--- config.mk ---
export PLATFORM = sky130hd
export DESIGN_NAME = fifo_wr_ctrl_flat
export DESIGN_NICKNAME = d
export VERILOG_FILES = /design/src/rtl/fifo_wr_if.sv /design/src/rtl/fifo_wr_ctrl.sv /design/src/flat_wrapper.sv
export SDC_FILE = /design/constraint.sdc
export NUM_CORES = 1
export LEC_CHECK = 0
export BUFFER_PORTS_ARGS = -buffer_cell sky130_fd_sc_hd__buf_2
export CORE_UTILIZATION = 52
export DETAILED_ROUTE_END_ITERATION = 16
export GPL_ROUTABILITY_DRIVEN = 0
export GPL_TIMING_DRIVEN = 0
export MAX_ROUTING_LAYER = met4
export PLACE_DENSITY = 0.78
export SYNTH_ARGS = -nofsm -noshare
export SYNTH_HDL_FRONTEND = slang
export SYNTH_SLANG_ARGS = --single-unit
--- constraint.sdc ---
create_clock -name wr_clk -period 2.7 [get_ports wr_clk]
set_input_delay 0.27 -clock wr_clk [delete_from_list [all_inputs] [get_ports wr_clk]]
set_output_delay 0.27 -clock wr_clk [all_outputs]
set_load 0.02 [all_outputs]
--- src/rtl/fifo_wr_if.sv ---
// fifo_wr_if: write-port handshake between the burst controller and the FIFO
interface fifo_wr_if #(parameter int DW = 8);
  logic          wr_rst_busy;
  logic          empty;
  logic          almost_full;
  logic          full;
  logic          fifo_wr_en;
  logic [DW-1:0] fifo_wr_data;
  modport master (input wr_rst_busy, empty, almost_full, full, output fifo_wr_en, fifo_wr_data);
  modport slave  (output wr_rst_busy, empty, almost_full, full, input fifo_wr_en, fifo_wr_data);
endinterface

--- src/rtl/fifo_wr_ctrl.sv ---
// fifo_wr_ctrl: writes a burst of incrementing data each time the FIFO is seen to drain empty
module fifo_wr_ctrl #(
  parameter int DW          = 8,
  parameter int SYNC_STAGES = 2,
  parameter int CNT_W       = 16
) (
  input  logic             wr_clk,
  input  logic             rst,
  fifo_wr_if.master        bus,
  output logic [CNT_W-1:0] burst_cnt,
  output logic             overflow_err
);
  typedef enum logic [1:0] {IDLE, FILL, WAIT_NE} state_t;
  state_t                 state, state_d;
  logic [SYNC_STAGES-1:0] sync_q;
  logic                   empty_s, wr_en_q, wr_en_d, last;
  assign empty_s        = sync_q[SYNC_STAGES-1];
  assign bus.fifo_wr_en = wr_en_q & ~bus.wr_rst_busy;
  assign last           = bus.fifo_wr_en & (bus.almost_full | bus.full);
  // WAIT_NE must see empty_s drop before re-arming, so a stale empty cannot refill
  always_comb begin
    state_d = state;
    wr_en_d = wr_en_q;
    if (bus.wr_rst_busy) begin
      state_d = IDLE;
      wr_en_d = 1'b0;
    end else begin
      case (state)
        IDLE:    if (empty_s) begin state_d = FILL; wr_en_d = 1'b1; end
        FILL:    if (last) begin state_d = WAIT_NE; wr_en_d = 1'b0; end
        WAIT_NE: begin wr_en_d = 1'b0; state_d = empty_s ? WAIT_NE : IDLE; end
        default: begin state_d = IDLE; wr_en_d = 1'b0; end
      endcase
    end
  end
  always_ff @(posedge wr_clk) begin
    if (rst) begin
      state            <= IDLE;
      sync_q           <= '0;
      wr_en_q          <= 1'b0;
      bus.fifo_wr_data <= '0;
      burst_cnt        <= '0;
      overflow_err     <= 1'b0;
    end else begin
      state   <= state_d;
      wr_en_q <= wr_en_d;
      sync_q  <= {sync_q[SYNC_STAGES-2:0], bus.empty};
      if (bus.fifo_wr_en) bus.fifo_wr_data <= bus.fifo_wr_data + 1'b1;
      if (state == FILL && last && burst_cnt != '1) burst_cnt <= burst_cnt + 1'b1;
      if (bus.fifo_wr_en && bus.full) overflow_err <= 1'b1;
    end
  end
endmodule
--- src/flat_wrapper.sv ---
// flat-port wrapper written by rule: the top's interface ports become plain ports
module fifo_wr_ctrl_flat 
#(
  parameter int DW          = 8,
  parameter int SYNC_STAGES = 2,
  parameter int CNT_W       = 16
)
  (wr_clk, rst, burst_cnt, overflow_err, bus_wr_rst_busy, bus_empty, bus_almost_full, bus_full, bus_fifo_wr_en, bus_fifo_wr_data);
  fifo_wr_if #(.DW(DW)) bus_i ();
  input  logic wr_clk;
  input  logic rst;
  output logic [CNT_W-1:0] burst_cnt;
  output logic overflow_err;
  input wire logic [$bits(bus_i.wr_rst_busy)-1:0] bus_wr_rst_busy;
  input wire logic [$bits(bus_i.empty)-1:0] bus_empty;
  input wire logic [$bits(bus_i.almost_full)-1:0] bus_almost_full;
  input wire logic [$bits(bus_i.full)-1:0] bus_full;
  output wire logic [$bits(bus_i.fifo_wr_en)-1:0] bus_fifo_wr_en;
  output wire logic [$bits(bus_i.fifo_wr_data)-1:0] bus_fifo_wr_data;
  assign bus_i.wr_rst_busy = bus_wr_rst_busy;
  assign bus_i.empty = bus_empty;
  assign bus_i.almost_full = bus_almost_full;
  assign bus_i.full = bus_full;
  assign bus_fifo_wr_en = bus_i.fifo_wr_en;
  assign bus_fifo_wr_data = bus_i.fifo_wr_data;
  fifo_wr_ctrl #(.DW(DW), .SYNC_STAGES(SYNC_STAGES), .CNT_W(CNT_W)) u_core (.wr_clk(wr_clk), .rst(rst), .bus(bus_i), .burst_cnt(burst_cnt), .overflow_err(overflow_err));
endmodule
# == Word-level counts from Yosys, hierarchy flattened ==
# Cells that the tools add are included.
# word_totals
mem_count,0
rom_bits,0
out_inout_bits,26
latch_bits,0
mem_bits_rw,0
inputBits,6
ff_bits,30
word_cells,30
# op_classes
div_mod_pow,0
reduce_logical,6
n_bitwise,4
shifts,0
n_lt_le_gt_ge,0
mux,7
add_sub_neg,2
eq_ne,5
mul,0
# op_table
operator,n
$add A16 B1 Y16 const B,1
$ne A16 B16 Y1 const B,1
$add A8 B1 Y8 const B,1
$mux W2,3
$pmux W2 S3,1
$ne A2 B1 Y1 const B,2
$logic_and A1 B1 Y1,3
$and A1 B1 Y1,2
$eq A2 B1 Y1 const B,1
$eq A2 B2 Y1 const B,1
$logic_not A2 Y1,1
$mux W1,2
$pmux W1 S2,1
$reduce_and A2 Y1,1
$reduce_or A2 Y1,1
$not A1 Y1,1
$or A1 B1 Y1,1

# == Longest topological paths before layout ==
# depth
depth_word,5
depth_mapped,6
depth_no_buf,5

# == Worst setup path before layout ==
# OpenSTA, ideal clock, no wires.
# synth_path
kind,register to register
start,register u_core.burst_cnt[0]
end,register u_core.burst_cnt[14]
required_time_ps,2584
t_arrival_ps,2117
setup_time_ps,116
synth_period_minus_slack_ps,2233
path_slack_ps,467
path_buffers,1
path_stages_with_launch,7
path_cell_list,dfxtp_1 > ha_1 > nand3_2 > or4_1 > buf_2 > or4b_1 > o211a_1
# synth_between
elab_chain_len,2
word_cells_on_any_way,3
cone_classes,1 x add/sub; 1 x eq/ne; 1 x reduce/logical
# synth_rtl
item,line_no,text
start: declaration,fifo_wr_ctrl.sv:10,"output logic [CNT_W-1:0] burst_cnt,"
start signal: assignment,fifo_wr_ctrl.sv:49,if (state == FILL && last && burst_cnt != '1) burst_cnt <= burst_cnt + 1'b1;
branches (longest 2 deep; another with $add A16 B1 Y16),--,
# Parallel ways; which one is timed is not known.
# A chain may end at the register's enable or synchronous reset.

# == Final worst setup path ==
# Same ends and word-level chain as after synthesis.

==> flow_metrics.env <==
export IMPL_status="complete, no violations"
export IMPL_rsz0062_at_grt="no"
export IMPL_ctsResizeCount=0
export IMPL_ys_types=37
export IMPL_power_per_cell_area_nw_per_um2=471
export IMPL_dr_pass1_iters=5
export IMPL_synthXorXnorAreaFrac_pct=4.58
export IMPL_synthArstFlopShare_pct=0
export IMPL_final_seq_area_sq_um=581
export IMPL_worstHoldStart="bus_wr_rst_busy"
export IMPL_via_per_inst=5.89
export IMPL_synthCells=153
export IMPL_hold_end="u_core.wr_en_q"
export IMPL_antenna_found_initial=0
export IMPL_cpPeakStageDelay_ns=0.51
export IMPL_insertion_delay_ns=0.32
export IMPL_portBuffers=30
export IMPL_drcViolationCount=0
export IMPL_cp_end_kind="flop"
export IMPL_dieArea_sq_um=2780
export IMPL_syn_nets=161
export IMPL_synth_commonest_cells="dfxtp_1, nor2_1, a21oi_1, nand2_1, nand4_1"
export IMPL_start_kind="flop"
export IMPL_tightest_slew_ns=0.716
export IMPL_final_nets=198
export IMPL_period_share_pct=84.9
export IMPL_synth_most_common_cell="dfxtp_1"
export IMPL_fp_coreArea_sq_um=2450
export IMPL_ys_warnings_count=0
export IMPL_r2r_end="u_core.burst_cnt[14]"
export IMPL_wire_per_inst_um=13.5
export IMPL_hold_violations=0
export IMPL_die_height_um=52.7
export IMPL_cts_tree="done"
export IMPL_synth_fa_ha_area_share_pct=1.87
export IMPL_first_global_vias=1168
export IMPL_drt_iter0_drc=29
export IMPL_clk_path_buf_depth=2
export IMPL_die_w_um=52.7
export IMPL_multiInputGateArea_sq_um=727
export IMPL_finalPower_uw=752
export IMPL_yosys_area_share_simple_pct=30.6
export IMPL_synthTopCellsByArea="dfxtp_1, a21oi_1, nand4_1"
export IMPL_dp_hpwl_mm=2.14
export IMPL_cp_cell_sequence="ha_1 -> nand3_2 -> or4_1 -> buf_2 -> or4b_1 -> o211a_1"
export IMPL_synth_seq_area_share_pct=43.4
export IMPL_crit_type="flop to flop"
export IMPL_slew_headroom_pct=51.9
export IMPL_crit_buf_inv=1
export IMPL_nFillCells=217
export IMPL_clock_skew_ns=0.00531
export IMPL_ys_flop_type="dfxtp_1"
export IMPL_finalCriticalPeriod_ns=2.29
export IMPL_fin_area_sq_um=1600
export IMPL_num_rows=18
export IMPL_cts_sinks=29
export IMPL_power_leakage_uw=0.000629
export IMPL_yosysTopAreaCell="dfxtp_1"
export IMPL_maxCapViolations=0
export IMPL_pin_count=32
export IMPL_area_growth_pct=19.3
export IMPL_post_cts_buffers=0
export IMPL_grt_pass1_wl_mm=4.92
export IMPL_muxShareOfSynthArea_pct=2.34
export IMPL_r2r_cells=6
export IMPL_crit_fanout=8
export IMPL_critical_path_arrival_ns=2.51
export IMPL_clkTransAtPathRegs_ns=0.09
export IMPL_synth_top_area_share_pct=43.4
export IMPL_synth_compound_area_share_pct=15.0
export IMPL_synth_edf_count=0
export IMPL_cp_required_ns=2.92
export IMPL_hp_class="primary input to flop"
export IMPL_fin_tns_setup_ns=0
export IMPL_syn_cell_area_sq_um=1340
export IMPL_antenna_cells=0
export IMPL_vias=1302
export IMPL_crit_family="simple AND/OR/NAND/NOR gates"
export IMPL_slew_viol_final=0
export IMPL_synth_seq_cells=29
export IMPL_placed_cell_area_sq_um=1530
export IMPL_setup_viol=0
export IMPL_fmax_mhz=436
export IMPL_cts_buffers=5
export IMPL_hold_path_depth=2
export IMPL_gr_total_overflow=0
export IMPL_slowest_stage="or4b_1"
export IMPL_wirelength_mm=2.98
export IMPL_ant_nets=0
export IMPL_initial_core_util_pct=54.5
export IMPL_rrSetupSlack_ns=0.41
export IMPL_drive_above_1_share_pct=23.6
export IMPL_htreeDepth=2
export IMPL_avgSynthCellArea_sq_um=8.75
export IMPL_reg2reg_from="u_core.burst_cnt[0]"
export IMPL_vdd_ir_drop_max_uv=325
export IMPL_grt_max_degree=11
export IMPL_clock_tree_root_cell="clkbuf_4"
export IMPL_hold_buffers=0
export IMPL_synth_top_family_by_area="simple AND/OR/NAND/NOR gates"
export IMPL_grt_use_total_pct=25.0
==> placed cells by master (no fill, tap or decap), types with 3 or more instances in the layout <==
cell type / n
nor4_1: 3
nor3_1: 7
clkbuf_1: 3
nand4_1: 9
nor2b_1: 3
or3_1: 4
or4_1: 7
a21oi_1: 12
nand2_1: 12
inv_1: 3
clkbuf_4: 5
o31ai_1: 5
o21ai_0: 5
xor2_1: 6
nor2_1: 15
dfxtp_1: 29
buf_2: 31
nand3_1: 4
==> flip-flops by register name (all words and copies together), names as in the netlist <==
signal and count:
u_core.burst_cnt 16, u_core.bus.fifo_wr_data 8, u_core.wr_en_q 1, u_core.sync_q 2
u_core.state 1, u_core.overflow_err 1
==> cell families (layout without fill, tap and decap cells) <==
family,Yosys count,after routing
buf+inv,8,46
xor+xnor,7,7
flops,29,29
fa+ha+maj,2,2
compound gates,31,31
mux,3,3
simple gates,73,73
==> stage by stage <==
stage | std cells | setup slack (ns) | hold WS (ns) | utilization [%]
3_5_place_dp | 213 | 0.448 | 0.444 | 62.2
2_1_floorplan | 153 | 0.467 | 0.349 | -
4_1_cts | 221 | 0.424 | 0.139 | 65.0
5_1_grt | 221 | 0.296 | 0.156 | 65.0
3_3_place_gp | 213 | 0.500 | 0.419 | 62.2
6_report | 221 | 0.408 | 0.157 | 65.0
==> power breakdown <==
part | switching [uW] | total [uW] | internal [uW]
Sequential | 1.62 | 431 | 430
Combinational | 15.4 | 22.9 | 7.52
Clock | 147 | 298 | 151
Total | 164 | 752 | 588
==> metal layers <==
layer / part of all wire [%] / GRT usage, %
met1: 46 / 29.0
met2: 49 / 41.6
met5: 0 / -
met4: 0.44 / 9.21
met3: 4.4 / 6.09
==> final cells by class <==
type / instances / share of cell area, %
sequential: 29 / 36.4
inverter: 4 / 0.940
multi-input combinational: 116 / 45.5
buffer: 4 / 1.02
tap: 30 / 2.35
clock buffer: 7 / 4.08
clock inverter: 1 / 0.313
timing repair buffer: 30 / 9.40
==> worst max path at each step <==
| stage | start | to | slack [ns] | cells past startpoint |
|---|---|---|---|---|
| 2_1_floorplan | u_core.burst_cnt[0] | u_core.burst_cnt[14] | 0.47 | 6 |
| 6_report | u_core.burst_cnt[0] | u_core.burst_cnt[14] | 0.41 | 6 |
| 3_5_place_dp | u_core.burst_cnt[0] | u_core.burst_cnt[14] | 0.45 | 6 |
| 3_3_place_gp | u_core.burst_cnt[0] | u_core.burst_cnt[14] | 0.50 | 6 |
| 4_1_cts | u_core.burst_cnt[0] | u_core.burst_cnt[14] | 0.42 | 6 |
| 5_1_grt | u_core.burst_cnt[0] | u_core.burst_cnt[14] | 0.30 | 6 |
No activity file was read; power rests on OpenSTA's default activity.
